## src/rtl/lsu_controller.sv

```systemverilog
// Load/store sequencer between execute and the data-memory bus: checks alignment, runs one
// valid/ready transaction with byte strobes and returns an extended load result or an error.
module lsu_controller #(
    parameter int unsigned TIMEOUT_CYCLES = 16
) (
    input  logic        clk,
    input  logic        rst_n,
    input  logic        req_valid,
    output logic        req_ready,
    input  logic [1:0]  mem_op,
    input  logic [2:0]  mem_sel,
    input  logic [31:0] addr,
    input  logic [31:0] store_data,
    output logic        bus_valid,
    input  logic        bus_ready,
    output logic        bus_we,
    output logic [31:0] bus_addr,
    output logic [31:0] bus_wdata,
    output logic [3:0]  bus_wstrb,
    input  logic [31:0] bus_rdata,
    output logic        resp_valid,
    output logic [31:0] resp_rdata,
    output logic        resp_err,
    output logic        busy
);

    localparam logic [1:0] MEM_OP_NOP   = 2'b00;
    localparam logic [1:0] MEM_OP_LOAD  = 2'b01;
    localparam logic [1:0] MEM_OP_STORE = 2'b10;

    localparam logic [2:0] MEM_SEL_BYTE_SIGNED   = 3'b000;
    localparam logic [2:0] MEM_SEL_HALF_SIGNED   = 3'b001;
    localparam logic [2:0] MEM_SEL_WORD          = 3'b010;
    localparam logic [2:0] MEM_SEL_BYTE_UNSIGNED = 3'b100;
    localparam logic [2:0] MEM_SEL_HALF_UNSIGNED = 3'b101;
    localparam logic [2:0] MEM_SEL_NOP           = 3'b111;

    typedef enum logic [1:0] {StIdle, StBus, StResp} state_e;

    state_e      state_q;
    logic [2:0]  sel_q;
    logic [1:0]  off_q;
    logic [31:0] tmo_q;

    logic        is_byte, is_half, is_word, is_mem, misaligned, timeout_hit;
    logic [3:0]  strb_c;
    logic [31:0] wdata_c, lane_c, load_c, tmo_next;

    assign req_ready = (state_q == StIdle);
    assign busy      = (state_q != StIdle);

    assign is_mem  = (mem_op == MEM_OP_LOAD) || (mem_op == MEM_OP_STORE);
    assign is_byte = (mem_sel == MEM_SEL_BYTE_SIGNED) || (mem_sel == MEM_SEL_BYTE_UNSIGNED);
    assign is_half = (mem_sel == MEM_SEL_HALF_SIGNED) || (mem_sel == MEM_SEL_HALF_UNSIGNED);
    assign is_word = (mem_sel == MEM_SEL_WORD);
    assign misaligned = (is_half && addr[0]) || (is_word && (addr[1:0] != 2'b00));

    assign tmo_next    = tmo_q + 32'd1;
    assign timeout_hit = (TIMEOUT_CYCLES != 0) && (tmo_next == TIMEOUT_CYCLES);

    always_comb begin
        strb_c  = 4'b1111;
        wdata_c = store_data;
        if (is_byte) begin
            strb_c  = 4'b0001 << addr[1:0];
            wdata_c = {4{store_data[7:0]}};
        end else if (is_half) begin
            strb_c  = 4'b0011 << addr[1:0];
            wdata_c = {2{store_data[15:0]}};
        end
    end

    // Load lane is selected from the offset latched at accept time.
    assign lane_c = bus_rdata >> {off_q, 3'b000};

    always_comb begin
        load_c = 32'd0;
        case (sel_q)
            MEM_SEL_BYTE_SIGNED:   load_c = {{24{lane_c[7]}}, lane_c[7:0]};
            MEM_SEL_BYTE_UNSIGNED: load_c = {24'd0, lane_c[7:0]};
            MEM_SEL_HALF_SIGNED:   load_c = {{16{lane_c[15]}}, lane_c[15:0]};
            MEM_SEL_HALF_UNSIGNED: load_c = {16'd0, lane_c[15:0]};
            MEM_SEL_WORD:          load_c = bus_rdata;
            default:               load_c = 32'd0;
        endcase
    end

    always_ff @(posedge clk) begin
        if (!rst_n) begin
            state_q    <= StIdle;
            sel_q      <= MEM_SEL_NOP;
            off_q      <= 2'b00;
            tmo_q      <= 32'd0;
            bus_valid  <= 1'b0;
            bus_we     <= 1'b0;
            bus_addr   <= 32'd0;
            bus_wdata  <= 32'd0;
            bus_wstrb  <= 4'b0000;
            resp_valid <= 1'b0;
            resp_rdata <= 32'd0;
            resp_err   <= 1'b0;
        end else begin
            case (state_q)
                StIdle: begin
                    if (req_valid) begin
                        sel_q <= mem_sel;
                        off_q <= addr[1:0];
                        tmo_q <= 32'd0;
                        if (!is_mem) begin
                            state_q    <= StResp;
                            resp_valid <= 1'b1;
                            resp_err   <= 1'b0;
                        end else if (!(is_byte || is_half || is_word) || misaligned) begin
                            state_q    <= StResp;
                            resp_valid <= 1'b1;
                            resp_err   <= 1'b1;
                        end else begin
                            state_q   <= StBus;
                            bus_valid <= 1'b1;
                            bus_we    <= (mem_op == MEM_OP_STORE);
                            bus_addr  <= {addr[31:2], 2'b00};
                            bus_wdata <= (mem_op == MEM_OP_STORE) ? wdata_c : 32'd0;
                            bus_wstrb <= (mem_op == MEM_OP_STORE) ? strb_c : 4'b0000;
                        end
                    end
                end
                StBus: begin
                    // A handshake takes priority over a timeout landing in the same cycle.
                    if (bus_ready) begin
                        state_q    <= StResp;
                        bus_valid  <= 1'b0;
                        resp_valid <= 1'b1;
                        resp_err   <= 1'b0;
                        resp_rdata <= bus_we ? 32'd0 : load_c;
                    end else begin
                        tmo_q <= tmo_next;
                        if (timeout_hit) begin
                            state_q    <= StResp;
                            bus_valid  <= 1'b0;
                            resp_valid <= 1'b1;
                            resp_err   <= 1'b1;
                        end
                    end
                end
                StResp: begin
                    state_q    <= StIdle;
                    resp_valid <= 1'b0;
                    resp_err   <= 1'b0;
                    resp_rdata <= 32'd0;
                end
                default: state_q <= StIdle;
            endcase
        end
    end

endmodule

```

## config.mk

```make
export PLATFORM = sky130hd
export DESIGN_NAME = lsu_controller
export DESIGN_NICKNAME = d
export VERILOG_FILES = /design/src/rtl/lsu_controller.sv
export SDC_FILE = /design/constraint.sdc
export NUM_CORES = 1
export LEC_CHECK = 0
export ABC_AREA = 1
export ABC_CLOCK_PERIOD_IN_PS = 2100
export CAP_MARGIN = 20
export CORE_ASPECT_RATIO = 0.6
export CORE_MARGIN = 2
export CORE_UTILIZATION = 50
export CTS_BUF_LIST = sky130_fd_sc_hd__clkbuf_4
export DETAILED_ROUTE_END_ITERATION = 12
export MAX_ROUTING_LAYER = met4
export PLACE_DENSITY = 0.83
export SETUP_SLACK_MARGIN = 0.1
export SYNTH_ARGS = -nofsm -noshare
export SYNTH_HDL_FRONTEND = slang
export SYNTH_SLANG_ARGS = --single-unit
```

## constraint.sdc

```tcl
create_clock -name clk -period 2.1 [get_ports clk]
set_input_delay 0.42 -clock clk [delete_from_list [all_inputs] [get_ports clk]]
set_output_delay 0.42 -clock clk [all_outputs]
set_load 0.1 [all_outputs]
```

# [After elaboration in Yosys (flattened, before gate mapping)]
# Index checks and enable logic that the tools add are counted.
[totals] register_bits=141 inputBits=105 word_cells=97
[classes] n_addsub=1 eq_ne=20 shifts=3 mux=35 n_bitwise=1 reduce_logical=25
[ops] operator="32-bit two-way mux" count=7
[ops] operator="32-bit one-hot mux with 5 select lines" count=1
[ops] operator="32-bit one-hot mux with 2 select lines" count=2
[ops] operator="32-bit by 1-bit adder with 32-bit output, second input constant" count=1
[ops] operator="32-bit by 5-bit equality test with 1-bit output, second input constant" count=1
[ops] operator="32-bit by 5-bit right shift with 16-bit output" count=1
[ops] operator="1-bit two-way mux" count=13
[ops] operator="3-bit equality test, second input constant" count=4
[ops] operator="4-bit two-way mux" count=3
[ops] operator="2-bit two-way mux" count=5
[ops] operator="2-bit != test, second input constant" count=4
[ops] operator="4-bit AND reduction" count=2
[ops] operator="2-bit nonzero test" count=4
[ops] operator="1-bit logical OR" count=7
[ops] operator="3-bit by 1-bit equality test with 1-bit output, second input constant" count=2
[ops] operator="3-bit by 2-bit equality test with 1-bit output, second input constant" count=2
[ops] operator="3-bit zero test" count=2
[ops] operator="1-bit one-hot mux with 3 select lines" count=2
[ops] operator="2-bit AND reduction" count=3
[ops] operator="5-bit AND reduction" count=1
[ops] operator="2-bit by 1-bit equality test with 1-bit output, second input constant" count=2
[ops] operator="2-bit equality test, second input constant" count=2
[ops] operator="2-bit one-hot mux with 2 select lines" count=1
[ops] operator="1-bit by 2-bit << shifter with 4-bit output, first input constant" count=1
[ops] operator="other kinds (11)" count=12

# [Logic depth before layout (Yosys ltp)]
[logic_depth] word_depth=10 depth_mapped=17

# [Worst setup path after synthesis]
# OpenSTA, ideal clock, no wires.
[synth_timing] path_kind="register to register" startpoint="register state_q[0]" endpoint="register tmo_q[13]" arrival_ns=2.820 t_required_ns=1.968 path_slack_ns=-0.852 path_stages_with_launch=11 path_buffers=1 synth_period_minus_slack_ns=2.952 cell_sequence="dfxtp_1 > inv_1 > ha_1 > inv_1 > nor2_1 > inv_1 > nand2_1 > inv_1 > clkbuf_1 > nand3_1 > a21oi_1"
[synth_via] elab_chain_len=3 elab_cells_between_ends=7 cone_classes="3 x eq/ne; 1 x mux; 3 x reduce/logical"
[synth_rtl] item="start: declaration" line="40" rtl="state_e state_q;"
[synth_rtl] item="start signal: assignment" line="90" rtl="state_q <= StIdle;"
[synth_rtl] item="start signal: assignment" line="110" rtl="state_q <= StResp;"
[synth_rtl] item="start signal: assignment" line="114" rtl="state_q <= StResp;"
[synth_rtl] item="2-bit zero test (*)"
[synth_rtl] item="named net req_ready" line="9" rtl="output logic req_ready,"
[synth_rtl] item="2-bit != test (no line) or 2-bit nonzero test (tied branches)"
[synth_rtl] item="3-bit AND reduction (no line)"
[synth_rtl] item="end signal: assignment" line="136" rtl="tmo_q <= tmo_next;"
[synth_rtl] item="end: declaration" line="43" rtl="logic [31:0] tmo_q;"
# The timed path passes the listed nets; every way through them passes the cells marked *.
# A chain may end at the register's enable or synchronous reset.

# [Worst setup path after layout]
[layout_timing] startpoint="register tmo_q[0]" endpoint="register resp_valid"
[layout_via] elab_chain_len=4
[layout_rtl] item="32-bit by 1-bit adder with 32-bit output" line="58" rtl="assign tmo_next = tmo_q + 32'd1;"
[layout_rtl] item="32-bit by 5-bit equality test with 1-bit output" line="59" rtl="assign timeout_hit = (TIMEOUT_CYCLES != 0) && (tmo_next == TIMEOUT_CYCLES);"
[layout_rtl] item="3-bit != test (no line)"
[layout_rtl] item="4-bit AND reduction (no line)"
[layout_rtl] item="end signal: assignment" line="99" rtl="resp_valid <= 1'b0;"
[layout_rtl] item="end signal: assignment" line="111" rtl="resp_valid <= 1'b1;"
[layout_rtl] item="end signal: assignment" line="115" rtl="resp_valid <= 1'b1;"
[layout_rtl] item="end: declaration" line="21" rtl="output logic resp_valid,"
# No other way between the ends.

==> key figures <==
Layout
  – Nets: 1487
  – Layout cell share with drive strength beyond 1: 0.210
  – Area of the multi-input gates: 4100 um^2
  – Commonest non-fill, non-tap cell in the layout: nand2_1
  – Sequential Area: 2850 um^2
  – Fillers: 1223
  – Synth-to-Final Area Change: 41.6%
  – Most frequent cells in the layout: nand2_1, buf_4, a21oi_1, nor2_1, dfxtp_1
  – N_diodes: 0
  – Non-filler instance count after layout: 1582

Power
  – Max VDD drop: 0.000412 V
  – Pint: 4.04 mW
  – Power density cells: 607 nW/um^2
  – Seq pwr share: 0.443
  – Switching power: 2.26 mW
  – Pwr Total: 6.30 mW
  – Gate power share: 0.248
  – Leakage: 4.51 nW
  – Clk network pwr share: 0.309
  – Switch share: 0.359

Synth
  – Synth warn: 0
  – Synth area leader: dfxtp_1
  – Synth area leaders: dfxtp_1, nand2_1, a21oi_1
  – Gate Count Post-Synth: 1126
  – Number of synthesized register bits: 141
  – Post-Syn Area: 7320 um^2
  – Yosys top cell area share: 0.385
  – Post-Syn Area per Cell: 6.50 um^2
  – Synth cell types: 35
  – Sequential area share after synthesis: 0.385

STA
  – PnR worst setup slack: -0.0383 ns
  – Fin crit share: 1.02
  – Hold Fails Final Rpt: 0
  – Unrepaired setup endpoints after global routing: yes
  – Clock Skew: 0.0295 ns
  – Post-route minimum period: 2.14 ns
  – Final setup fails: 4
  – FMAX: 0.468 GHz
  – Fin. max-slew vios: 0
  – Final setup TNS: -0.0922 ns

Clocking
  – Clock sink total: 141
  – Clock transition at path regs: 0.15 ns
  – TritonCTS clock tree: yes
  – TritonCTS Buffers: 17
  – Skew-Pair Late Insertion Delay: 0.58 ns
  – Cts-stage hold buffer count: 0
  – Root Buffer: clkbuf_4
  – H-tree levels: 4
  – Clock buffer depth: 2

Worst setup path
  – Worst setup EP type: register
  – FF-to-FF setup slack: -0.04 ns
  – CP top delay family: simple AND/OR/NAND/NOR gates
  – CP max stage delay: 0.39 ns
  – CP required: 2.60 ns
  – Crit path buf inv count: 0
  – Number of cells on the critical path: 17
  – R2R cell count: 17
  – WS Path Type: register to register
  – Worst path arrival time: 2.64 ns
  – Startpoint Class: register
  – Worst path cell trace: ha_4, nand2_4, nor2_4, nand2_4, nor2_4, nand2_1, nand2_1, nand2_2, nor2_2, nand2_2, nor2_2, nand3_2, nand2_4, nand3_4, nand2_1, nand2_1, nor2_1
  – Critical path's slowest cell: dfxtp_4
  – Crit path top cell by count: nand2_1
  – Maximum fanout along the worst path: 5

Die
  – Die H: 97.8 um
  – Horiz. Die Dim: 160 um
  – Starting Density: 0.508
  – IO Pins: 211
  – Row count: 34
  – Die ar.: 15700 um^2
  – Core area: 14400 um^2

Outcome
  – Outcome: finished, violations left
  – Failing checks: negative setup slack

GRT
  – Initial antenna violation count: 0
  – Largest net degree at the start of global routing: 77
  – Vias in the first global route: 7394
  – Overall routing resource usage: 0.314
  – Grt ovf: 0
  – First-pass GRT wire length: 38.2 mm

Routing
  – Vias: 8242
  – Vias per cell: 5.21
  – Wire per inst: 15.3 um
  – Residual DRC count: 0
  – TritonRoute pass-1 iters: 5
  – Antenna viol nets, final: 0
  – Iteration-0 DRC Markers: 804
  – Final WL: 24.2 mm

Run
  – Number of max-cap violations: 0

Placed design
  – Hpwl dp: 17.7 mm
  – Port Buf Inserts: 208
  – Placed cells: 1540
  – Routability Congestion: 0.968

Min path
  – Hold depth: 3
  – Min-delay worst type: input port to register
Yosys cell counts (all sizes together):
cell type	count
nand2	356
nor2	158
dfxtp	141
a21oi	138
inv	86
o21ai	82
clkbuf	43
nand3	26
nand3b	16
buf	14
ha	11
o211ai	10
o221ai	10
a22oi	8
or2	8
xor2	6
nand4	3
o21bai	3
clkinv	2
a221oi	1
a22o	1
conb	1
nor3	1
o21a	1
power groups by stage:
stage	combinational, mW	clock (mW)	sequential (mW)
final	1.56	1.94	2.79
after global routing	1.65	2.07	2.80
after CTS	1.54	1.96	2.79
after detailed placement	1.53	0	2.85
after global placement	1.52	0	2.85
after floorplan	0.557	0	3.25
worst min-delay path, cell delays in order:
cell and delay [ns]:
clkdlybuf4s50_1 0.39, nor2_1 0.10, nor2_1 0.05
layout make-up:
type                       count  area share
clock inverter                14      0.0163
sequential                   141       0.275
clock buffer                  18      0.0130
inverter                      88      0.0322
timing repair buffer         282       0.245
tap                          198      0.0239
multi-input combinational    841       0.395
metal layers:
metal | wire [um] | vias up | GRT usage
met1 | 11200 | 3689 | 0.443
met5 | 0 | - | -
met2 | 10400 | 394 | 0.451
met4 | 432 | 0 | 0.0887
met3 | 2170 | 44 | 0.0701
li1 | - | 4115 | -
final timing paths:
path | startpoint | to
max reg2reg | tmo_q[0] | resp_valid
min | addr[25] | bus_addr[25]
min reg2reg | bus_wdata[25] | bus_wdata[25]
max | tmo_q[0] | resp_valid
what timing repair did:
| item | CTS | global route |
|---|---|---|
| pin swaps | 10 | 16 |
| hold endpoints to repair | 0 | 0 |
| buffers inserted | 8 | 4 |
| resized for setup | 23 | 31 |
| setup endpoints to repair | 6 | 10 |
metrics by stage:
stage | setup WS (ns) | util | cell area [um^2] | hold slack, ns
2_1_floorplan | -0.0302 | - | 7390 | 0.452
3_3_place_gp | -0.211 | 0.680 | 9810 | 0.452
3_5_place_dp | -0.295 | 0.680 | 9810 | 0.456
4_1_cts | -0.0481 | 0.712 | 10300 | 0.387
5_1_grt | -0.202 | 0.719 | 10400 | 0.401
6_report | -0.0383 | 0.719 | 10400 | 0.405
state kept, by name (all words and copies together) (netlist names):
register    cells
bus_wdata      32
resp_rdata     32
tmo_q          32
bus_addr       30
bus_wstrb       4
sel_q           3
off_q           2
state_q         2
bus_valid       1
bus_we          1
resp_err        1
resp_valid      1
kinds of logic (layout without fill, tap and decap cells):
group,Yosys count,after routing,synth area share
AOI/OAI and AO/OA,254,254,0.187
other,1,2,0.000512
adders and majority gates,11,11,0.0188
buffers and inverters,145,402,0.0779
DFF,141,141,0.385
and+or+nand+nor,568,568,0.323
xor gates and xnor gates,6,6,0.00717
Note: power is estimated with default switching activity, not from simulation.
